**src/rtl/seqmult_sched_sf_48_pkg.sv**
```systemverilog
// rtl/seqmult_sched_sf_48_pkg.sv - shared constants and FSM encoding for the 48 kHz L+R/L-R gain scheduler.
package seqmult_sched_sf_48_pkg;

  localparam int DEF_N     = 18;
  localparam int DEF_M     = 5;
  localparam int MIX_SHIFT = 3;
  localparam int OUT_SHIFT = 5;

  typedef enum logic [2:0] {
    ST_IDLE    = 3'd0,
    ST_START_S = 3'd1,
    ST_BUSY_S  = 3'd2,
    ST_DONE_S  = 3'd3,
    ST_START_D = 3'd4,
    ST_BUSY_D  = 3'd5,
    ST_DONE_D  = 3'd6,
    ST_UPDATE  = 3'd7
  } sched_state_e;

endpackage

```
**src/rtl/seqmult_sched_sf_48_if.sv**
```systemverilog
// rtl/seqmult_sched_sf_48_if.sv - start/ready handshake to the shared sequential multiplier.
interface seqmult_sched_sf_48_if
  import seqmult_sched_sf_48_pkg::*;
#(
  parameter int N = DEF_N,
  parameter int M = DEF_M
);
  logic                    mult_start;
  logic signed [N-1:0]     mult_A;
  logic signed [M-1:0]     mult_B;
  logic                    mult_ready;
  logic signed [N+M-1:0]   mult_R;

  modport master (output mult_start, mult_A, mult_B, input mult_ready, mult_R);
  modport slave  (input mult_start, mult_A, mult_B, output mult_ready, mult_R);
endinterface

```
**src/rtl/seqmult_sched_sf_48_mix.sv**
```systemverilog
// rtl/seqmult_sched_sf_48_mix.sv - sf48_mix: registered (L+R)<<3 and (L-R)<<3, wrapping in N bits.
module sf48_mix
  import seqmult_sched_sf_48_pkg::*;
#(
  parameter int N = DEF_N
) (
  input  logic                clock,
  input  logic                reset,
  input  logic                en,
  input  logic signed [N-1:0] left,
  input  logic signed [N-1:0] right,
  output logic signed [N-1:0] lpr,
  output logic signed [N-1:0] lmr
);
  logic signed [N-1:0] lpr_q, lpr_d, lmr_q, lmr_d;

  always_comb begin
    lpr_d = lpr_q;
    lmr_d = lmr_q;
    if (en) begin
      lpr_d = (left + right) <<< MIX_SHIFT;
      lmr_d = (left - right) <<< MIX_SHIFT;
    end
  end

  always_ff @(posedge clock) begin
    if (reset) begin
      lpr_q <= '0;
      lmr_q <= '0;
    end else begin
      lpr_q <= lpr_d;
      lmr_q <= lmr_d;
    end
  end

  assign lpr = lpr_q;
  assign lmr = lmr_q;
endmodule

```
**src/rtl/seqmult_sched_sf_48.sv**
```systemverilog
// rtl/seqmult_sched_sf_48.sv - schedules L+R*Ks then L-R*Kd through one shared multiplier per 48 kHz strobe.
// Optional watchdog: MULT_TIMEOUT_EN.
module seqmult_sched_sf_48
  import seqmult_sched_sf_48_pkg::*;
#(
  parameter int N           = DEF_N,
  parameter int M           = DEF_M,
  parameter int TIMEOUT_CYC = 64
) (
  input  logic                  clock,
  input  logic                  reset,
  input  logic                  sample_en,
  input  logic signed [N-1:0]   LEFT,
  input  logic signed [N-1:0]   RIGHT,
  input  logic [3:0]            Ks,
  input  logic [3:0]            Kd,
  seqmult_sched_sf_48_if.master mif,
  output logic signed [N-1:0]   LI_in_LpR,
  output logic signed [N-1:0]   LI_in_LmR,
  output logic                  out_valid,
  output logic                  overrun,
  output logic                  timeout_err
);
  sched_state_e        state_q, state_d;
  logic [3:0]          ks_q, ks_d, kd_q, kd_d;
  logic signed [N-1:0] hold_s_q, hold_s_d, hold_d_q, hold_d_d;
  logic signed [N-1:0] lpr_out_q, lpr_out_d, lmr_out_q, lmr_out_d;
  logic                out_valid_q, out_valid_d, overrun_q, overrun_d;
  logic                capture, use_d;
  logic signed [N-1:0] lpr, lmr, prod_scaled;

  sf48_mix #(.N(N)) u_mix (
    .clock (clock),
    .reset (reset),
    .en    (capture),
    .left  (LEFT),
    .right (RIGHT),
    .lpr   (lpr),
    .lmr   (lmr)
  );

  assign prod_scaled = mif.mult_R[OUT_SHIFT +: N];
  assign use_d = (state_q == ST_START_D) || (state_q == ST_BUSY_D) || (state_q == ST_DONE_D);

  // Operands come straight from held registers, so A/B stay stable for the whole multiply.
  assign mif.mult_A = use_d ? lmr : lpr;
  assign mif.mult_B = use_d ? M'({1'b0, kd_q}) : M'({1'b0, ks_q});

`ifdef MULT_TIMEOUT_EN
  localparam int WD_W = $clog2(TIMEOUT_CYC + 1);
  logic [WD_W-1:0] wdog_q, wdog_d;
  logic            timeout_err_q, timeout_err_d;
`endif

  always_comb begin
    state_d        = state_q;
    ks_d           = ks_q;
    kd_d           = kd_q;
    hold_s_d       = hold_s_q;
    hold_d_d       = hold_d_q;
    lpr_out_d      = lpr_out_q;
    lmr_out_d      = lmr_out_q;
    out_valid_d    = 1'b0;
    overrun_d      = overrun_q;
    capture        = 1'b0;
    mif.mult_start = 1'b0;

    if (sample_en && state_q != ST_IDLE) overrun_d = 1'b1;

    unique case (state_q)
      ST_IDLE: if (sample_en) begin
        capture = 1'b1;
        ks_d    = Ks;
        kd_d    = Kd;
        state_d = ST_START_S;
      end
      ST_START_S: if (mif.mult_ready) begin
        mif.mult_start = 1'b1;
        state_d        = ST_BUSY_S;
      end
      ST_BUSY_S:  if (!mif.mult_ready) state_d = ST_DONE_S;
      ST_DONE_S: if (mif.mult_ready) begin
        hold_s_d = prod_scaled;
        state_d  = ST_START_D;
      end
      ST_START_D: if (mif.mult_ready) begin
        mif.mult_start = 1'b1;
        state_d        = ST_BUSY_D;
      end
      ST_BUSY_D:  if (!mif.mult_ready) state_d = ST_DONE_D;
      ST_DONE_D: if (mif.mult_ready) begin
        hold_d_d = prod_scaled;
        state_d  = ST_UPDATE;
      end
      ST_UPDATE: begin
        lpr_out_d   = hold_s_q;
        lmr_out_d   = hold_d_q;
        out_valid_d = 1'b1;
        state_d     = ST_IDLE;
      end
      default: state_d = ST_IDLE;
    endcase

`ifdef MULT_TIMEOUT_EN
    wdog_d        = '0;
    timeout_err_d = timeout_err_q;
    if ((state_q == ST_BUSY_S || state_q == ST_DONE_S || state_q == ST_BUSY_D || state_q == ST_DONE_D)
        && !((state_q == ST_DONE_S || state_q == ST_DONE_D) && mif.mult_ready)) begin
      wdog_d = wdog_q + WD_W'(1);
      if (wdog_q >= WD_W'(TIMEOUT_CYC - 1)) begin
        state_d       = ST_IDLE;
        timeout_err_d = 1'b1;
        wdog_d        = '0;
      end
    end
`endif
  end

  always_ff @(posedge clock) begin
    if (reset) begin
      state_q     <= ST_IDLE;
      ks_q        <= '0;
      kd_q        <= '0;
      hold_s_q    <= '0;
      hold_d_q    <= '0;
      lpr_out_q   <= '0;
      lmr_out_q   <= '0;
      out_valid_q <= 1'b0;
      overrun_q   <= 1'b0;
    end else begin
      state_q     <= state_d;
      ks_q        <= ks_d;
      kd_q        <= kd_d;
      hold_s_q    <= hold_s_d;
      hold_d_q    <= hold_d_d;
      lpr_out_q   <= lpr_out_d;
      lmr_out_q   <= lmr_out_d;
      out_valid_q <= out_valid_d;
      overrun_q   <= overrun_d;
    end
  end

`ifdef MULT_TIMEOUT_EN
  always_ff @(posedge clock) begin
    if (reset) begin
      wdog_q        <= '0;
      timeout_err_q <= 1'b0;
    end else begin
      wdog_q        <= wdog_d;
      timeout_err_q <= timeout_err_d;
    end
  end
  assign timeout_err = timeout_err_q;
`else
  assign timeout_err = 1'b0;
`endif

  assign LI_in_LpR = lpr_out_q;
  assign LI_in_LmR = lmr_out_q;
  assign out_valid = out_valid_q;
  assign overrun   = overrun_q;
endmodule

```
**src/flat_wrapper.sv**
```systemverilog
// flat-port wrapper written by rule: the top's interface ports become plain ports
module seqmult_sched_sf_48_flat import seqmult_sched_sf_48_pkg::*;
#(
  parameter int N           = DEF_N,
  parameter int M           = DEF_M,
  parameter int TIMEOUT_CYC = 64
)
  (clock, reset, sample_en, LEFT, RIGHT, Ks, Kd, LI_in_LpR, LI_in_LmR, out_valid, overrun, timeout_err, mif_mult_start, mif_mult_A, mif_mult_B, mif_mult_ready, mif_mult_R);
  seqmult_sched_sf_48_if #(.N(N), .M(M)) mif_i ();
  input  logic clock;
  input  logic reset;
  input  logic sample_en;
  input  logic signed [N-1:0] LEFT;
  input  logic signed [N-1:0] RIGHT;
  input  logic [3:0] Ks;
  input  logic [3:0] Kd;
  output logic signed [N-1:0] LI_in_LpR;
  output logic signed [N-1:0] LI_in_LmR;
  output logic out_valid;
  output logic overrun;
  output logic timeout_err;
  output wire logic [$bits(mif_i.mult_start)-1:0] mif_mult_start;
  output wire logic [$bits(mif_i.mult_A)-1:0] mif_mult_A;
  output wire logic [$bits(mif_i.mult_B)-1:0] mif_mult_B;
  input wire logic [$bits(mif_i.mult_ready)-1:0] mif_mult_ready;
  input wire logic [$bits(mif_i.mult_R)-1:0] mif_mult_R;
  assign mif_mult_start = mif_i.mult_start;
  assign mif_mult_A = mif_i.mult_A;
  assign mif_mult_B = mif_i.mult_B;
  assign mif_i.mult_ready = mif_mult_ready;
  assign mif_i.mult_R = mif_mult_R;
  seqmult_sched_sf_48 #(.N(N), .M(M), .TIMEOUT_CYC(TIMEOUT_CYC)) u_core (.clock(clock), .reset(reset), .sample_en(sample_en), .LEFT(LEFT), .RIGHT(RIGHT), .Ks(Ks), .Kd(Kd), .mif(mif_i), .LI_in_LpR(LI_in_LpR), .LI_in_LmR(LI_in_LmR), .out_valid(out_valid), .overrun(overrun), .timeout_err(timeout_err));
endmodule
```
**config.mk**
```make
export PLATFORM = sky130hd
export DESIGN_NAME = seqmult_sched_sf_48_flat
export DESIGN_NICKNAME = d
export VERILOG_FILES = /design/src/rtl/seqmult_sched_sf_48_pkg.sv /design/src/rtl/seqmult_sched_sf_48_if.sv /design/src/rtl/seqmult_sched_sf_48_mix.sv /design/src/rtl/seqmult_sched_sf_48.sv /design/src/flat_wrapper.sv
export SDC_FILE = /design/constraint.sdc
export NUM_CORES = 1
export LEC_CHECK = 0
export CAP_MARGIN = 20
export CORE_ASPECT_RATIO = 2
export CORE_MARGIN = 2
export CORE_UTILIZATION = 64
export DETAILED_ROUTE_END_ITERATION = 6
export DONT_BUFFER_PORTS = 1
export PLACE_DENSITY = 0.8
export SLEW_MARGIN = 20
export SYNTH_ARGS = -nofsm -noshare
export SYNTH_HDL_FRONTEND = slang
export SYNTH_HIERARCHICAL = 1
export SYNTH_SLANG_ARGS = --single-unit
export TNS_END_PERCENT = 10
```
**constraint.sdc**
```tcl
create_clock -name clock -period 2.8 [get_ports clock]
set_input_delay 0.7 -clock clock [delete_from_list [all_inputs] [get_ports clock]]
set_output_delay 0.7 -clock clock [all_outputs]
set_load 0.01 [all_outputs]
```
# Yosys cells after proc, flatten, opt, wreduce, memory -nomap -nowiden
# Cells that the tools add are included.
[totals]
mem_bits_ro = 0
regBits = 115
ram_bits = 0
input_bits = 71
output_inout_bits = 63
latchBits = 0
memories = 0
[op_classes]
bitwise_logic = 0
n_lt_le_gt_ge = 0
eq_ne = 14
div = 0
addsub = 2
mul = 0
muxes = 15
reduce_logical = 10
n_shift = 0
[ops]
columns = ["cell", "count"]
rows = [
  ["$pmux W3 S8", 1],
  ["$mux W3", 7],
  ["$mux W18", 1],
  ["$add A15 B15 Y15", 1],
  ["$sub A15 B15 Y15", 1],
  ["$ne A2 B2 Y1 const B", 7],
  ["$eq A3 B3 Y1 const B", 4],
  ["$reduce_and A7 Y1", 1],
  ["$eq A3 B2 Y1 const B", 2],
  ["$reduce_and A2 Y1", 3],
  ["$mux W1", 5],
  ["$mux W4", 1],
  ["$eq A3 B1 Y1 const B", 1],
  ["$logic_not A3 Y1", 1],
  ["$reduce_bool A3 Y1", 1],
  ["$logic_or A1 B1 Y1", 2],
  ["$reduce_or A2 Y1", 1],
  ["$logic_and A1 B1 Y1", 1],
]

# Longest topological paths before layout
[logic_depth]
ltp_word = 4
mapped_depth = 9

# Modules after synthesis
# Netlist, hierarchy kept.
[by_module_without_submodules]
columns = ["mod", "seq_area_each_um2", "cells_per_inst", "area_each_um2", "n_inst"]
rows = [
  ["seqmult_sched_sf_48", 1701.6, 408, 3377.0, 1],
  ["sf48_mix", 580.6, 315, 2541.2, 1],
]

# Worst setup path after synthesis
# Ideal clock, no wire load.
[synth_path]
kind = "input to register"
start = "input RIGHT[6]"
end = "register u_core.u_mix.lpr_q[15] (netlist: u_core/u_mix/lpr[15])"
setup_time_ps = 88
arrival_time_ps = 2341
t_required_ps = 2712
cell_stages = 9
slack_ps = 371
cell_sequence = "inv_1 ha_1 buf_6 or4_4 nor3_2 o21a_2 o211ai_2 a21o_1 a311oi_2"
[synth_between]
elab_chain_len = 1
[synth_rtl]
columns = ["element", "line", "rtl"]
rows = [
  ["from (decl)", "flat_wrapper.sv:14", "input logic signed [N-1:0] RIGHT;"],
  ["$add A15 B15 Y15", "seqmult_sched_sf_48_mix.sv:21", "lpr_d = (left + right) <<< MIX_SHIFT;"],
  ["to (signal assigned)", "seqmult_sched_sf_48_mix.sv:31", "lpr_q <= lpr_d;"],
  ["to (decl)", "seqmult_sched_sf_48_mix.sv:15", "logic signed [N-1:0] lpr_q, lpr_d, lmr_q, lmr_d;"],
]
# No other way between the ends.
# A chain may end at the register's enable or synchronous reset.

# Final worst setup path
[layout_path]
start = "register u_core.state_q[2]"
end = "output mif_mult_B[1]"
[layout_between]
elab_chain_len = 4
word_cells_on_any_way = 6
[layout_rtl]
columns = ["element", "line", "rtl"]
rows = [
  ["from (decl)", "seqmult_sched_sf_48.sv:24", "sched_state_e state_q, state_d;"],
  ["from (signal assigned)", "seqmult_sched_sf_48.sv:131", "state_q <= state_d;"],
  ["$eq A3 B3 Y1", "seqmult_sched_sf_48.sv:43", "assign use_d = (state_q == ST_START_D) || (state_q == ST_BUSY_D) || (state_q == ST_DONE_D);"],
  ["$logic_or A1 B1 Y1", "seqmult_sched_sf_48.sv:43", ""],
  ["$logic_or A1 B1 Y1 *", "seqmult_sched_sf_48.sv:43", ""],
  ["$mux W4 *", "seqmult_sched_sf_48.sv:47", "assign mif.mult_B = use_d ? M'({1'b0, kd_q}) : M'({1'b0, ks_q});"],
  ["to (decl)", "flat_wrapper.sv:24", "output wire logic [$bits(mif_i.mult_B)-1:0] mif_mult_B;"],
]
# Every way passes the cells marked *; elsewhere a longest branch is shown, timed or not.

==> results.md <==
* Dpl ws at 68.3 ps
* Vias in the first global route at 4851
* Syn Area/Cell at ~8.2 µm²
* Area share of the largest cell type after synthesis at ~39%
* EDFF count, synth at 0
* DIE AREA at just over 10000 µm²
* Deepest clock path buffer count at 2
* Dpl cells at 792
* Most frequent cells after synthesis: nand2_1, dfxtp_1, a21oi_1, nor2_1
* Initial Util at about two thirds
* Number of I/O port buffers at 0
* Die span in y at 140 µm
* Worst setup SP type: flip-flop
* Worst setup margin at around 160 ps
* Netlist cell types at 64
* Root buffer cell: clkbuf_16
* Count leader, synth: nand2_1
* CP Class: reg -> out
* Syn. warnings at 6
* Num ports at 134
* GPL Wtd Cong at about 0.94
* Router iterations before antenna repair at 7
* Max VDD drop at roughly 0.47 mV
* Unrepaired setup endpoints after global routing: false
* Clock sinks at between 100 and 150
* Slowest cell delay on critical path at about 610 ps
* CTS clk-pin slew, worst paths at around 50 ps
* Area leader, netlist: dfxtp_1
* Fin cells at ~820
* WP data arrival at 1940 ps
* Cell Pwr Density at ~690 nW/µm²
* PostCTS Resize Cnt at 0
* Worst Tran Pin Value at roughly 750 ps
* Synth Cell Area at a little under 6000 µm²
* Worst-path cell chain: and2_1 -> buf_4 -> mux2_1
* Global-route wire length before repair at ~22000 µm
* Crit-path slowest cell: dfxtp_1
* CTS Buf Count at 17
* Setup TNS at 0 ps
* Largest cells by area after synthesis: dfxtp_1, nand2_1, a21oi_1
* DRC Markers at 0
* Hold-fix buffers, CTS at 0
* Detail Placement HPWL at approximately 10000 µm
* Routed WL at between 10000 and 15000 µm
* Detailed-route wire length per cell at about 17 µm
* Share of layout cells above drive strength 1 at slightly above 10%
* Row count at 49
* Antenna diode count at 0
* Core area at 9010 µm²
* Final Cell Area at ~6500 µm²
* Fillcell total at ~740
* DR vias/cell at between 5 and 6
* Setup bufs post-CTS at 0
* Worst Path Required at about 2100 ps
* Final ANT Viol Nets at 0
* Starting DRT DRC Count at between 200 and 300
* CP Capture Type: output pin
* Number of synthesized register bits at 114
* Gr ovfl total at 0
* Worst slew margin at approximately 50%
* Worst-Skew Late Latency at around 400 ps
* Period Utilization, post-route at between 90% and 100%
* Initial antenna violation count at 0
* Status: complete, no violations
* Final slew viol count at 0
* Synth-to-Final Area Change at 9.34%
* Mapped Cells at 723
* Final hold violations at 0
* P_leak at approximately 0.0025 µW
* Endpoints failing setup at 0
* DIE WIDTH at a little over 70 µm
* Tmin final at around 2600 ps
* Most used DFF post-synth: dfxtp_1
* Via count at around 4900
* CTS H-tree depth at 4
* Final nets at 810
* Placement Cell Area at 5880 µm²
* Clock Skew at approximately 6.3 ps
* Max frequency at 378 MHz
* Largest net degree at the start of global routing at 116
* Global Route Usage Sum at approximately 28%
* Hold Crit Class: in -> reg
* CP max FO at 22
* FFs w/ async S/R, synth at 0%
* Max Cap Viol at 0
* CTS tree: built
* Final core occ at between 70% and 80%
* Register area share after synthesis at about two fifths
-- state kept, by name (all words and copies together), names as in the netlist --
name,cells
u_core/LI_in_LpR,18
u_core/u_mix/lpr,15
u_core/out_valid,1
u_core/state_q,3
u_core/hold_s_q,18
u_core/hold_d_q,18
u_core/kd_q,4
u_core/LI_in_LmR,18
u_core/u_mix/lmr,14
u_core/ks_q,4
u_core/overrun,1
-- stage by stage --
| stage | power [µW] | hold slack, ps |
|---|---|---|
| after floorplan | 2240 | 421 |
| after global placement | 2310 | 431 |
| after detailed placement | 2330 | 440 |
| after CTS | 4460 | 346 |
| after global routing | 4610 | 346 |
| final | 4430 | 365 |
-- cell usage in the layout (no fill, tap or decap), types with 3 or more instances in the layout --
cell	n
nand2_1	171
dfxtp_1	114
a21oi_1	96
nor2_1	39
inv_1	28
ha_1	28
xnor2_1	22
mux2_1	20
clkbuf_16	17
buf_4	17
a211oi_1	14
o21ai_0	12
a21oi_2	9
mux2i_1	9
conb_1	8
o21bai_1	7
nand3_1	7
nand2b_1	7
nor3_1	6
clkinv_2	5
nor3b_1	5
nor2b_1	5
o21a_1	5
a31oi_1	4
o31ai_1	4
a21o_1	4
clkinvlp_4	3
bufinv_16	3
and2_1	3
nand4_1	3
o22ai_1	3
-- per-layer routing --
layer  GRT usage, %  part of all wire, %  vias up
li1               -                    -     2400
met1           25.8                   34     2279
met2           53.3                   56      166
met3           8.06                  6.6       32
met4           13.9                  3.1        0
met5              0                    0        -
-- layout make-up --
class                   count  area (µm²)  share of cell area, %
multi-input cells         530        3220                   49.7
inverters                  29         121                   1.88
well taps                 102         128                   1.97
repair buffers             17         128                   1.97
clock buffers              18         429                   6.63
flip-flops and latches    114        2280                   35.3
clock inverters            14         164                   2.53
-- power breakdown --
part           switching, µW  internal, µW  total, µW
combinational            333           246        580
clock                    734          1390       2130
sequential              36.2          1690       1730
-- logic make-up (layout without fill, tap and decap cells) --
| kind of cell | after synthesis | after routing | share of synthesized area (%) |
|---|---|---|---|
| fa+ha+maj | 30 | 30 | 6.60 |
| buf+inv | 85 | 78 | 7.42 |
| mux | 31 | 31 | 5.71 |
| simple gates | 262 | 262 | 19.5 |
| flops | 114 | 114 | 38.6 |
| other cells | 2 | 8 | 0.127 |
| compound gates | 176 | 176 | 18.7 |
| xor+xnor | 23 | 23 | 3.40 |
-- critical path: cells and delay by family (launching register included) --
family	cells	cell delay, ps
buffers and inverters	1	300
DFF	1	610
muxes	1	430
and+or+nand+nor	1	200
-- worst paths after layout --
check,depth (start not counted),from,end,slack (ps)
worst max-delay path,3,u_core/state_q[2],mif_mult_B[1],160
worst min-delay path,1,reset,u_core/ks_q[0],360
worst max register to register,6,u_core/state_q[2],u_core/u_mix/lpr[14],480
worst min register to register,2,u_core/hold_s_q[8],u_core/LI_in_LpR[8],450
(Power assumes the default switching activity.)
